`config.mk`:
```
export PLATFORM = sky130hd
export DESIGN_NAME = mem_stage
export DESIGN_NICKNAME = d
export VERILOG_FILES = /design/src/rtl/riscv_defines.sv /design/src/rtl/mem_stage_lsu_align.sv /design/src/rtl/mem_stage.sv
export SDC_FILE = /design/constraint.sdc
export NUM_CORES = 1
export LEC_CHECK = 0
export CAP_MARGIN = 20
export CORE_MARGIN = 2
export CORE_UTILIZATION = 37
export CTS_CLUSTER_DIAMETER = 100
export DETAILED_ROUTE_END_ITERATION = 12
export PLACE_DENSITY_LB_ADDON = 0.12
export RECOVER_POWER = 50
export SYNTH_ARGS = -nofsm -noshare
export SYNTH_HDL_FRONTEND = slang
export SYNTH_SLANG_ARGS = --single-unit
export TNS_END_PERCENT = 100
```
`constraint.sdc`:
```
create_clock -name clk -period 2.34 [get_ports clk]
set_clock_uncertainty 0.15 [all_clocks]
set_input_delay 0.702 -clock clk [delete_from_list [all_inputs] [get_ports clk]]
set_output_delay 0.702 -clock clk [all_outputs]
set_load 0.01 [all_outputs]
```
`src/rtl/riscv_defines.sv`:
```
// Shared core definitions: word width, memory access size encodings and the
// memory-stage FSM state type, plus small offset helpers used by the LSU path.
package riscv_defines;

  localparam int unsigned WORD_WIDTH = 32;

  localparam logic [1:0] MEM_BYTE = 2'b00;
  localparam logic [1:0] MEM_HALF = 2'b01;
  localparam logic [1:0] MEM_WORD = 2'b10;

  typedef enum logic [1:0] {
    IDLE        = 2'b00,
    WAIT_GNT    = 2'b01,
    WAIT_RVALID = 2'b10
  } mem_state_t;

  // Clears the offset bits below the access size so the access proceeds aligned.
  function automatic logic [1:0] align_offset(input logic [1:0] off, input logic [1:0] size);
    case (size)
      MEM_BYTE: align_offset = off;
      MEM_HALF: align_offset = {off[1], 1'b0};
      default:  align_offset = 2'b00;
    endcase
  endfunction

  function automatic logic is_misaligned(input logic [1:0] off, input logic [1:0] size);
    case (size)
      MEM_BYTE: is_misaligned = 1'b0;
      MEM_HALF: is_misaligned = off[0];
      default:  is_misaligned = |off;
    endcase
  endfunction

endpackage

```
`src/rtl/mem_stage_lsu_align.sv`:
```
// Combinational LSU alignment: byte enables and store-data lane replication on
// the request side, load-data extraction and sign/zero extension on the response side.
module lsu_align
  import riscv_defines::*;
(
  input  logic [1:0]            addr_off,
  input  logic [1:0]            size,
  input  logic [WORD_WIDTH-1:0] wdata_raw,
  output logic [3:0]            be,
  output logic [WORD_WIDTH-1:0] wdata,
  input  logic [1:0]            rd_off,
  input  logic [1:0]            rd_size,
  input  logic                  rd_unsigned,
  input  logic [WORD_WIDTH-1:0] rdata,
  output logic [WORD_WIDTH-1:0] rd_ext
);

  logic [WORD_WIDTH-1:0] shifted;

  always_comb begin
    be    = 4'b1111;
    wdata = wdata_raw;
    case (size)
      MEM_BYTE: begin
        be    = 4'b0001 << addr_off;
        wdata = {4{wdata_raw[7:0]}};
      end
      MEM_HALF: begin
        be    = 4'b0011 << {addr_off[1], 1'b0};
        wdata = {2{wdata_raw[15:0]}};
      end
      default: ;
    endcase
  end

  always_comb begin
    shifted = rdata >> {rd_off, 3'b000};
    rd_ext  = shifted;
    case (rd_size)
      MEM_BYTE: rd_ext = {{24{~rd_unsigned & shifted[7]}},  shifted[7:0]};
      MEM_HALF: rd_ext = {{16{~rd_unsigned & shifted[15]}}, shifted[15:0]};
      default:  ;
    endcase
  end

endmodule

```
`src/rtl/mem_stage.sv`:
```
// Memory stage: drives the req/gnt/rvalid data-memory handshake for loads and
// stores, passes ALU results through, registers one writeback result per op.
// Optional misaligned-access trap: define MEM_MISALIGN_TRAP_EN.
module mem_stage
  import riscv_defines::*;
(
  input  logic                  clk,
  input  logic                  rst_n,
  input  logic [WORD_WIDTH-1:0] ex_data_i,
  input  logic [WORD_WIDTH-1:0] rdata2_store_i,
  input  logic                  ex_valid_i,
  input  logic                  mem_req_i,
  input  logic                  mem_we_i,
  input  logic [1:0]            mem_size_i,
  input  logic                  mem_unsigned_i,
  output logic                  stall_o,
  output logic                  data_req_o,
  input  logic                  data_gnt_i,
  input  logic                  data_rvalid_i,
  output logic [WORD_WIDTH-1:0] data_addr_o,
  output logic                  data_we_o,
  output logic [3:0]            data_be_o,
  output logic [WORD_WIDTH-1:0] data_wdata_o,
  input  logic [WORD_WIDTH-1:0] data_rdata_i,
  output logic [WORD_WIDTH-1:0] wb_data_o,
  output logic                  wb_valid_o,
  output logic                  misaligned_o
);

  mem_state_t            state_q, state_d;
  logic [1:0]            off_q;
  logic [1:0]            size_q;
  logic                  uns_q;
  logic                  we_q;

  logic                  mem_start;
  logic                  misalign;
  logic                  issue;
  logic                  req;
  logic [1:0]            req_off;
  logic [3:0]            be;
  logic [WORD_WIDTH-1:0] wdata;
  logic [WORD_WIDTH-1:0] rd_ext;

  assign mem_start = ex_valid_i & mem_req_i & (state_q == IDLE);
`ifdef MEM_MISALIGN_TRAP_EN
  assign misalign  = mem_start & is_misaligned(ex_data_i[1:0], mem_size_i);
`else
  assign misalign  = 1'b0;
`endif
  assign issue     = mem_start & ~misalign;
  assign req       = issue | (state_q == WAIT_GNT);
  assign req_off   = align_offset(ex_data_i[1:0], mem_size_i);

  lsu_align u_lsu_align (
    .addr_off    (req_off),
    .size        (mem_size_i),
    .wdata_raw   (rdata2_store_i),
    .be          (be),
    .wdata       (wdata),
    .rd_off      (off_q),
    .rd_size     (size_q),
    .rd_unsigned (uns_q),
    .rdata       (data_rdata_i),
    .rd_ext      (rd_ext)
  );

  // Request fields come straight from the inputs, which upstream holds while stalled.
  assign data_req_o   = req;
  assign data_addr_o  = req ? {ex_data_i[WORD_WIDTH-1:2], 2'b00} : '0;
  assign data_we_o    = req & mem_we_i;
  assign data_be_o    = req ? be : '0;
  assign data_wdata_o = req ? wdata : '0;

  assign stall_o = issue | (state_q == WAIT_GNT) |
                   ((state_q == WAIT_RVALID) & ~data_rvalid_i);

  always_comb begin
    state_d = state_q;
    case (state_q)
      IDLE:        if (issue) state_d = data_gnt_i ? WAIT_RVALID : WAIT_GNT;
      WAIT_GNT:    if (data_gnt_i) state_d = WAIT_RVALID;
      WAIT_RVALID: if (data_rvalid_i) state_d = IDLE;
      default:     state_d = IDLE;
    endcase
  end

  always_ff @(posedge clk or negedge rst_n) begin
    if (!rst_n) begin
      state_q    <= IDLE;
      off_q      <= '0;
      size_q     <= '0;
      uns_q      <= 1'b0;
      we_q       <= 1'b0;
      wb_data_o  <= '0;
      wb_valid_o <= 1'b0;
    end else begin
      state_q    <= state_d;
      wb_valid_o <= 1'b0;
      if (state_q == IDLE && ex_valid_i && !mem_req_i) begin
        wb_data_o  <= ex_data_i;
        wb_valid_o <= 1'b1;
      end
      if (issue) begin
        off_q  <= req_off;
        size_q <= mem_size_i;
        uns_q  <= mem_unsigned_i;
        we_q   <= mem_we_i;
      end
      if (state_q == WAIT_RVALID && data_rvalid_i) begin
        wb_valid_o <= 1'b1;
        if (!we_q) wb_data_o <= rd_ext;
      end
    end
  end

`ifdef MEM_MISALIGN_TRAP_EN
  logic misaligned_q;

  always_ff @(posedge clk or negedge rst_n) begin
    if (!rst_n) misaligned_q <= 1'b0;
    else        misaligned_q <= misalign;
  end

  assign misaligned_o = misaligned_q;
`else
  assign misaligned_o = 1'b0;
`endif

endmodule

```
==> qor.log <==
[worst_setup_path] critical path class in2out
[timing] worst slew pin tran 1159 ps
[hold_path] Hold Path End we_q
[hold_path] class of the tightest hold or removal check reg2reg
[drt] number of violations reported at the end of detailed-routing iteration 0 230
[worst_setup_path] Crit path top cell by count sky130_fd_sc_hd__buf_6
[floorplan] die height 98.24 um
[timing] remaining max-slew budget at the tightest pin 22.71%
[global_routing] via count of the first global-routing pass 4517
[pwr] Leakage 2.976 nW
[finish] Area Overhead vs Synth 99.31%
[global_routing] overflow left after global routing 0
[floorplan] Total Die Area 0.009650 mm2
[clock_network] sink count of the clock tree 41
[worst_setup_path] type of destination of the critical path primary output
[floorplan] number of rows created at floorplan 34
[worst_setup_path] Register-to-Register Setup Slack 390 ps
[worst_setup_path] Worst Setup Start Kind input port
[drt] final routed wire length divided by cell count 17.66 um
[worst_setup_path] depth of the worst register-to-register path 6
[synthesis] adder-cell share of the synthesized area 0%
[worst_setup_path] RR Endpoint wb_data_o[14]
[finish] post-route standard cell area excluding fillers 0.006549 mm2
[synthesis] yosys warns 0
[timing] final hold slack 378.6 ps
[worst_setup_path] worst-path cell with the longest stage delay sky130_fd_sc_hd__or2_4
[floorplan] effective utilization at floorplan 37.86%
[placed_design] PortBufs 207
[timing] period utilization 114.8%
[clock_network] clk buf depth 2
[synthesis] synthesized netlist cell count 432
[synthesis] combinational family with the most area after synthesis simple AND/OR/NAND/NOR gates
[pwr] power density over the cells 604.2 mW/mm2
[global_routing] global-route usage over all layers 28.98%
[timing] RSZ-0062 raised after global routing yes
[synthesis] Compound-Gate Fraction of Synth Area 20.37%
[floorplan] io pins 211
[drt] remaining number of nets flagged by the antenna check after routing 0
[worst_setup_path] start of the worst register-to-register path state_q[1]
[synthesis] fraction of registers with async set/reset 100.0%
[placed_design] Area after DPL 0.005982 mm2
[placed_design] worst slack at placement -966.9 ps
[synthesis] flip-flop and latch count after synthesis 41
[job] maxcap violations 0
[clock_network] clock-pin slew of the registers on the worst-case setup and hold paths 90 ps
[global_routing] global-route wire length before repair 22.49 mm
[synthesis] sequential area share after synthesis 31.23%
[worst_setup_path] crit-path leading delay family buffers and inverters
[hold_path] hold path startpoint we_q
[worst_setup_path] endpoint arrival time on the critical path 1830 ps
[drt] Post-route DRC 0
[clock_network] # H-tree levels 2
[finish] net total in the final layout 803
[global_routing] pin count of the biggest net entering global routing 34
[synthesis] post-synthesis area per instance 7.606 um2
[timing] Hold Violations, Final 0
[timing] number of max-slew violations in the final report 0
[drt] vias per cell 5.372
[synthesis] Post-Synth XOR/XNOR Area 0%
[hold_path] Min-Delay Path Depth 2
[synthesis] most area-consuming cells after synthesis sky130_fd_sc_hd__dfrtp_1 (31%), sky130_fd_sc_hd__nand2_1 (12%), sky130_fd_sc_hd__mux2i_1 (7.9%)
[drt] first drt pass iteration count 8
[finish] filler cell count in the final layout 627
[synthesis] multiplexer fraction of the synthesized cell area 11.35%
[clock_network] Clock Latency Late Sink 300 ps
[synthesis] Cell variety after synth 34
[pwr] IR Drop Worst-Case VDD 317.7 uV
[worst_setup_path] required time of the worst setup path 1490 ps
[synthesis] number of synthesized flops with an enable pin 0
[floorplan] floorplan die width 98.24 um
[clock_network] clock buffers created by TritonCTS 5
[synthesis] area fraction of the dominant cell type after synthesis 31.23%
[placed_design] HPWL Detailed 9.864 mm
[worst_setup_path] buffer and inverter count on the worst path 7
[finish] share of the core filled with cells 75.46%
[floorplan] core footprint 0.008678 mm2
[synthesis] Simple-Gate Fraction of Synth Area 29.89%
[worst_setup_path] critical path, cell by cell buf_6 -> a21oi_2 -> or2_4 -> buf_12 -> inv_8 -> buf_6 -> buf_12 -> buf_6 -> and2_4 -> buf_6
[clock_network] Root Buffer sky130_fd_sc_hd__clkbuf_8
[timing] Peak Freq 372.2 MHz
[placed_design] final weighted congestion in routability-driven placement 0.8404
[status] outcome complete, but fails checks
[finish] proportion of layout cells with a drive suffix above 1 35.82%
[synthesis] cell area after synthesis 0.003286 mm2
[worst_setup_path] highest fanout seen on the critical path 5
[clock_network] CTS tree yes
[timing] time the final worst path needs with I/O delays and setup 2687 ps
[drt] total number of vias 4335
[synthesis] predominant post-synthesis flop cell sky130_fd_sc_hd__dfrtp_1
[global_routing] initial antenna violation count 1
[timing] final number of setup-violating endpoints 69
[worst_setup_path] Crit path largest cell delay 150 ps
[timing] setup slack after layout -346.9 ps
[synthesis] most frequent cell after synthesis sky130_fd_sc_hd__nand2_1
[synthesis] biggest area consumer among synthesized cells sky130_fd_sc_hd__dfrtp_1
[status] violated checks setup timing
[drt] final wirelength 14.26 mm
[synthesis] most frequent cells after synthesis sky130_fd_sc_hd__nand2_1 (106), sky130_fd_sc_hd__dfrtp_1 (41), sky130_fd_sc_hd__and2_1 (40), sky130_fd_sc_hd__a21oi_1 (37), sky130_fd_sc_hd__nor2_1 (31)
## cells in the final DEF, fill, tap and decap left out, drive strengths merged, types with 15 or more instances in the layout
cell / n
buf: 160
clkdlybuf4s50: 108
nand2: 106
dfrtp: 41
and2: 40
a21oi: 38
nor2: 31
mux2i: 26
dlygate4sd2: 18
a32oi: 16
a31oi: 15
## kinds of logic after synthesis
group / Yosys count
muxes: 35
and+or+nand+nor: 207
DFF: 41
other: 1
buffers and inverters: 46
AOI/OAI and AO/OA: 102
## worst reg2reg max path, cell delays in order (launching register included)
cell and delay, ps:
sky130_fd_sc_hd__dfrtp_1 380, sky130_fd_sc_hd__buf_4 150, sky130_fd_sc_hd__nor2_1 70, sky130_fd_sc_hd__nand3b_1 130, sky130_fd_sc_hd__clkbuf_1 620, sky130_fd_sc_hd__nand2_1 130
sky130_fd_sc_hd__a31oi_1 220
## timing repair
action | 4_1_cts | 5_1_grt
setup endpoints to repair | 69 | 69
gates cloned | 9 | 0
hold buffers | 0 | 0
pin swaps | 26 | 5
gates resized for setup | 407 | 22
setup buffers | 17 | 0
## metrics by stage
stage	TNS, ps	total power, mW	cells
finish	-12970	3.957	807
detailed placement	-65970	3.142	774
global route	-14930	4.166	807
CTS	-12780	3.962	807
global placement	-64200	3.103	774
floorplan	0	2.005	434
## where the power goes
| group | internal, mW | switching [mW] |
|---|---|---|
| combinational | 1.28 | 0.990 |
| sequential | 0.944 | 0.142 |
| clock | 0.348 | 0.254 |
| total | 2.57 | 1.39 |
## cell type report
type	count	area (um2)	area share, %
sequential	41	1026	15.67
antenna	1	2.502	0.03821
inverter	4	22.52	0.3439
tap	108	135.1	2.063
clock inverter	1	30.03	0.4585
clock buffer	7	86.33	1.318
timing repair buffer	298	2999	45.80
multi-input combinational	347	2247	34.31
## worst max path at each step
stage | to | slack, ps | startpoint | depth (start not counted)
global route | data_addr_o[6] | -380 | ex_valid_i | 10
detailed placement | data_addr_o[5] | -970 | mem_req_i | 7
finish | data_addr_o[6] | -350 | ex_valid_i | 10
global placement | data_addr_o[11] | -940 | mem_req_i | 7
CTS | data_addr_o[6] | -330 | ex_valid_i | 10
floorplan | data_addr_o[21] | 0.2 | mem_req_i | 6
## metal layers
| metal | GRT usage, % | routed length (um) |
|---|---|---|
| met1 | 33.00 | 5093 |
| met4 | 7.376 | 338 |
| met5 | 0 | 0 |
| met2 | 55.01 | 7655 |
| met3 | 5.941 | 1168 |
## state kept, by name (all words and copies together) (netlist names)
name,cells
size_q,2
uns_q,1
wb_data_o,32
state_q,2
wb_valid_o,1
off_q,2
we_q,1
Note: power is estimated with default switching activity, not from simulation.
==> RTL edit 1, RTL diff (same settings) <==
Build with the macro `MEM_MISALIGN_TRAP_EN` defined.
--- a/src/rtl/mem_stage.sv
+++ b/src/rtl/mem_stage.sv
@@ -3,2 +3,4 @@
 // Optional misaligned-access trap: define MEM_MISALIGN_TRAP_EN.
+`define MEM_MISALIGN_TRAP_EN
+
 module mem_stage
Check against the original RTL: not equivalent (Yosys sat finds a counterexample within 4 cycles, from zero or initial values and one cycle with rst_n low).
==> RTL edit 1 against the unedited design <==
- the flow still finishes with violations (negative setup slack)
- utilization increased by 1.2 points
- final area up 2.6%
- synthesized area rose by 2.4%
- sequential cell count increased by 1
- sequential share of layout area about the same
- total power fell by 5.1%
- worst setup slack lost 0.13 ns
- routed wire length down 1.4%
==> RTL edit 1: results (changes against the unedited design) <==
antenna_cells: 0  # -1
clkTransAtPathRegs_ns: 0.07  # -0.02 ns
grt_max_degree: 38  # +12%
cts_root_buf: "clkbuf_8"
synth.top_cells.by_area: "dfrtp_1 31%, nand2_1 9.8%, mux2i_1 9.5%"
status: "finished, violations left"
cts_buffer_depth: 2  # unchanged
slew_viol_final: 0  # unchanged
nets: 793  # -1.2%
post-place-ws_ns: -1.32  # -0.356 ns
tightestPinTransition_ns: 1.22  # +0.0580 ns
synth.cells.most_frequent: "88 x nand2_1, 42 x dfrtp_1, 39 x and2_1, 39 x nor2_1, 32 x mux2i_1"
ys.flop_type: "dfrtp_1"
grt_pass1_wl_um: 21400  # -5.1%
peakVddDrop_v: 0.000292  # -8.0%
drive_above_1_share: 0.376  # +0.0174
leakage_nw: 2.95  # -0.98%
top_register: "wb_data_o"
largest_register_ffs: 32  # unchanged
synth_edf_count: 0  # unchanged
grt_pass1_vias: 4265  # -5.6%
antenna_found_initial: 0  # -1
async_reset_ff_frac: 1.00  # unchanged
cpPeakStageDelay_ns: 0.31  # +0.16 ns
io_buffer_count: 208  # +0.48%
firstDrtPassIters: 5  # -3
crit_family: "buffers and inverters"
ys_seq_area_frac: 0.313  # about the same
grt_use_total: 0.271  # -0.0190
failed_checks: "negative setup slack"
cp_slowest_cell: "or2_4"
ys_warn_count: 0  # unchanged
crit_fanout: 6  # +1
yosysUniqueCellTypes: 43  # +26%
vias_per_cell: 5.32  # -0.95%
drt_iter0_drc: 165  # -28%
critPathArrivalTime_ns: 1.96  # +0.13 ns
cts.htree.levels: 2  # unchanged
setup_violations: 69  # unchanged
place_congestion: 0.915  # +8.8%
min_path_type: "reg -> reg"
clk_latency_ns: 0.28  # -0.02 ns
wl_um: 14100  # -1.4%
setup_slack_ns: -0.474  # -0.127 ns
dp_hpwl_um: 10000  # +1.4%
cts_made_buffers: 5  # unchanged
==> RTL edit 1: final timing paths <==
check	from	endpoint	slack [ns]	depth (start not counted)
max	ex_valid_i	data_wdata_o[15]	-0.47	7
min	we_q	we_q	0.39	1
max reg2reg	state_q[1]	wb_data_o[16]	0.25	5
min reg2reg	we_q	we_q	0.39	1
max in group asynchronous	rst_n	wb_data_o[4]	0.32	2
min in group asynchronous	rst_n	wb_data_o[12]	0.50	1
==> RTL edit 1: layout make-up <==
cell class | instances | area [um^2]
clock buffer | 7 | 76.3
inverter | 3 | 18.8
sequential | 42 | 1050
fill | 638 | 2040
timing repair buffer | 298 | 3040
tap | 108 | 135
multi-input combinational | 337 | 2400
==> RTL edit 1: timing repair <==
action	4_1_cts	5_1_grt
hold endpoints to repair	0	0
hold buffers	0	0
gates cloned	4	4
resized for setup	333	73
pin swaps	4	13
setup buffers	6	1
endpoints found under the setup margin	69	69
==> RTL edit 1: kinds of logic (layout without fill, tap and decap cells) <==
| group | after synthesis | in the layout | synth area share |
|---|---|---|---|
| compound gates | 97 | 97 | 0.199 |
| xor+xnor | 1 | 1 | 0.00260 |
| buf+inv | 41 | 308 | 0.0681 |
| flops | 42 | 42 | 0.313 |
| mux | 44 | 44 | 0.139 |
| other cells | 1 | 2 | 0.00112 |
| simple gates | 193 | 193 | 0.278 |
==> RTL edit 1: layer usage <==
metal  share of wire  GRT usage
met5               0          0
met2            0.51      0.493
met3           0.088     0.0555
met4           0.029     0.0864
met1            0.38      0.318
==> RTL edit 1: worst register-to-register path, stage by stage, from the launching register on <==
cell	delay [ns]
dfrtp_1	0.40
buf_4	0.18
or4b_1	0.51
clkbuf_2	0.39
nand2_1	0.20
a32oi_1	0.13
==> RTL edit 1: through the flow <==
stage | setup TNS, ns | utilization | std cells | instance area (um^2)
4_1_cts | -29.80 | 0.724 | 792 | 6350
3_3_place_gp | -87.53 | 0.713 | 776 | 6250
2_1_floorplan | -8.12 | - | 420 | 3640
6_report | -28.89 | 0.767 | 795 | 6720
3_5_place_dp | -92.20 | 0.713 | 776 | 6250
5_1_grt | -31.89 | 0.767 | 795 | 6720
==> RTL edit 1: power by group <==
group / internal, mW / switching, mW
Sequential: 0.950 / 0.165
Combinational: 1.22 / 0.971
Clock: 0.206 / 0.243
==> RTL edit 2, RTL diff (same flow settings) <==
Made on the original files. Re-encode `mem_state_t` (3 states) as one-hot, 3 bits wide.
--- a/src/rtl/riscv_defines.sv
+++ b/src/rtl/riscv_defines.sv
@@ -10,6 +10,6 @@
 
-  typedef enum logic [1:0] {
-    IDLE        = 2'b00,
-    WAIT_GNT    = 2'b01,
-    WAIT_RVALID = 2'b10
+  typedef enum logic [2:0] {
+    IDLE        = 3'b001,
+    WAIT_GNT    = 3'b010,
+    WAIT_RVALID = 3'b100
   } mem_state_t;
Function: same outputs for any inputs over 10 cycles, from zero or initial values and one cycle with rst_n low; not proved beyond that.
==> RTL edit 2 against the unedited design <==
- the flow still finishes with violations (negative setup slack)
- worst setup slack improved by 0.078 ns
- total power shrank 24%
- die area shrank 1.1%
- sequential cell count rose by 1
- routed wire length shrank 14%
- via count down 8.7%
- final area down 11%
- synthesized area shrank 1.2%
- critical path type unchanged
- largest cell class unchanged
==> RTL edit 2: results (changes against the unedited design) <==
status: "finished, violations left"
failed_checks: "negative setup slack"
wl_met3_um: 843  # -28%
rr_startpoint: "off_q[1]"
ys_seq_area_frac: 0.324  # +0.0118
tightestPinTransition_ns: 1.14  # -0.0232 ns
nets: 778  # -3.1%
r2r_cells: 4  # -2
met2_length_um: 6140  # -20%
antenna_found_initial: 0  # -1
r2r_setup_slack_ns: 0.28  # -0.11 ns
hold_slack_ns: 0.398  # +0.0195 ns
setup_tns_ns: -14.64  # -1.67 ns
setup_violations: 69  # unchanged
drive_above_1_share: 0.296  # -0.0625
grtUsageMet3: 0.0619  # +0.00246
grt_pass1_wl_um: 19500  # -13%
synth.cells.most_frequent: "110 x nand2_1, 41 x dfrtp_1, 39 x and2_1"
place_inst: 766  # -1.0%
setup_slack_ns: -0.269  # +0.0784 ns
grt_use_met2: 0.446  # -0.104
ctsResizeCount: 274  # -33%
wl_met1_um: 5070  # -0.41%
swShare: 0.347  # -0.00377
holdCritStartpoint: "wb_data_o[8]"
[RTL edit 2: cell types whose count changed in the layout (fill, tap and decap cells not counted), sizes merged, moves of 3 or more]
cell and delta:
o211ai -9, nand3b -10, nand2 +4, dlygate4sd2 -7
buf -18, o2bb2ai +7, a21oi -4, dlygate4sd3 -7
mux2 +3, clkdlybuf4s50 +13, o21ai -9, nor2 +6
[RTL edit 2: cell type report]
type	count	area (um^2)	area share
Timing Repair Buffer	280	2410	0.414
Multi-Input combinational cell	340	2110	0.363
Sequential cell	42	1050	0.181
Tap cell	108	135	0.0232
Clock buffer	6	82.6	0.0142
Inverter	3	13.8	0.00237
Clock inverter	2	12.5	0.00215
[RTL edit 2: power by group through the flow]
stage	logic, mW	clock network (mW)	registers (mW)
finish	1.51	0.499	1.01
global route	1.63	0.547	1.04
CTS	1.49	0.512	1.01
detailed placement	1.53	0	1.02
global placement	1.50	0	1.01
floorplan	0.614	0	1.06
[RTL edit 2: kinds of logic after synthesis]
family                 Yosys count  synth area share
AOI/OAI and AO/OA               90             0.190
other                            1           0.00115
buffers and inverters           43            0.0609
DFF                             42             0.324
muxes                           38             0.129
and+or+nand+nor                209             0.295
[RTL edit 2: worst max path at each step]
stage,end,slack [ns],cells after the start
after floorplan,data_wdata_o[16],-0.01,5
after detailed placement,data_addr_o[6],-1.03,7
after global routing,data_be_o[2],-0.33,7
after global placement,data_be_o[2],-0.99,7
after CTS,stall_o,-0.35,6
final,data_be_o[2],-0.27,8
[RTL edit 2: critical path, cell delays in order]
cell and delay (ns):
clkdlybuf4s15_2 0.18, nand4b_1 0.11, a21o_4 0.26, inv_4 0.09, buf_4 0.11, o21ai_2 0.06, a21oi_2 0.11, buf_2 0.14
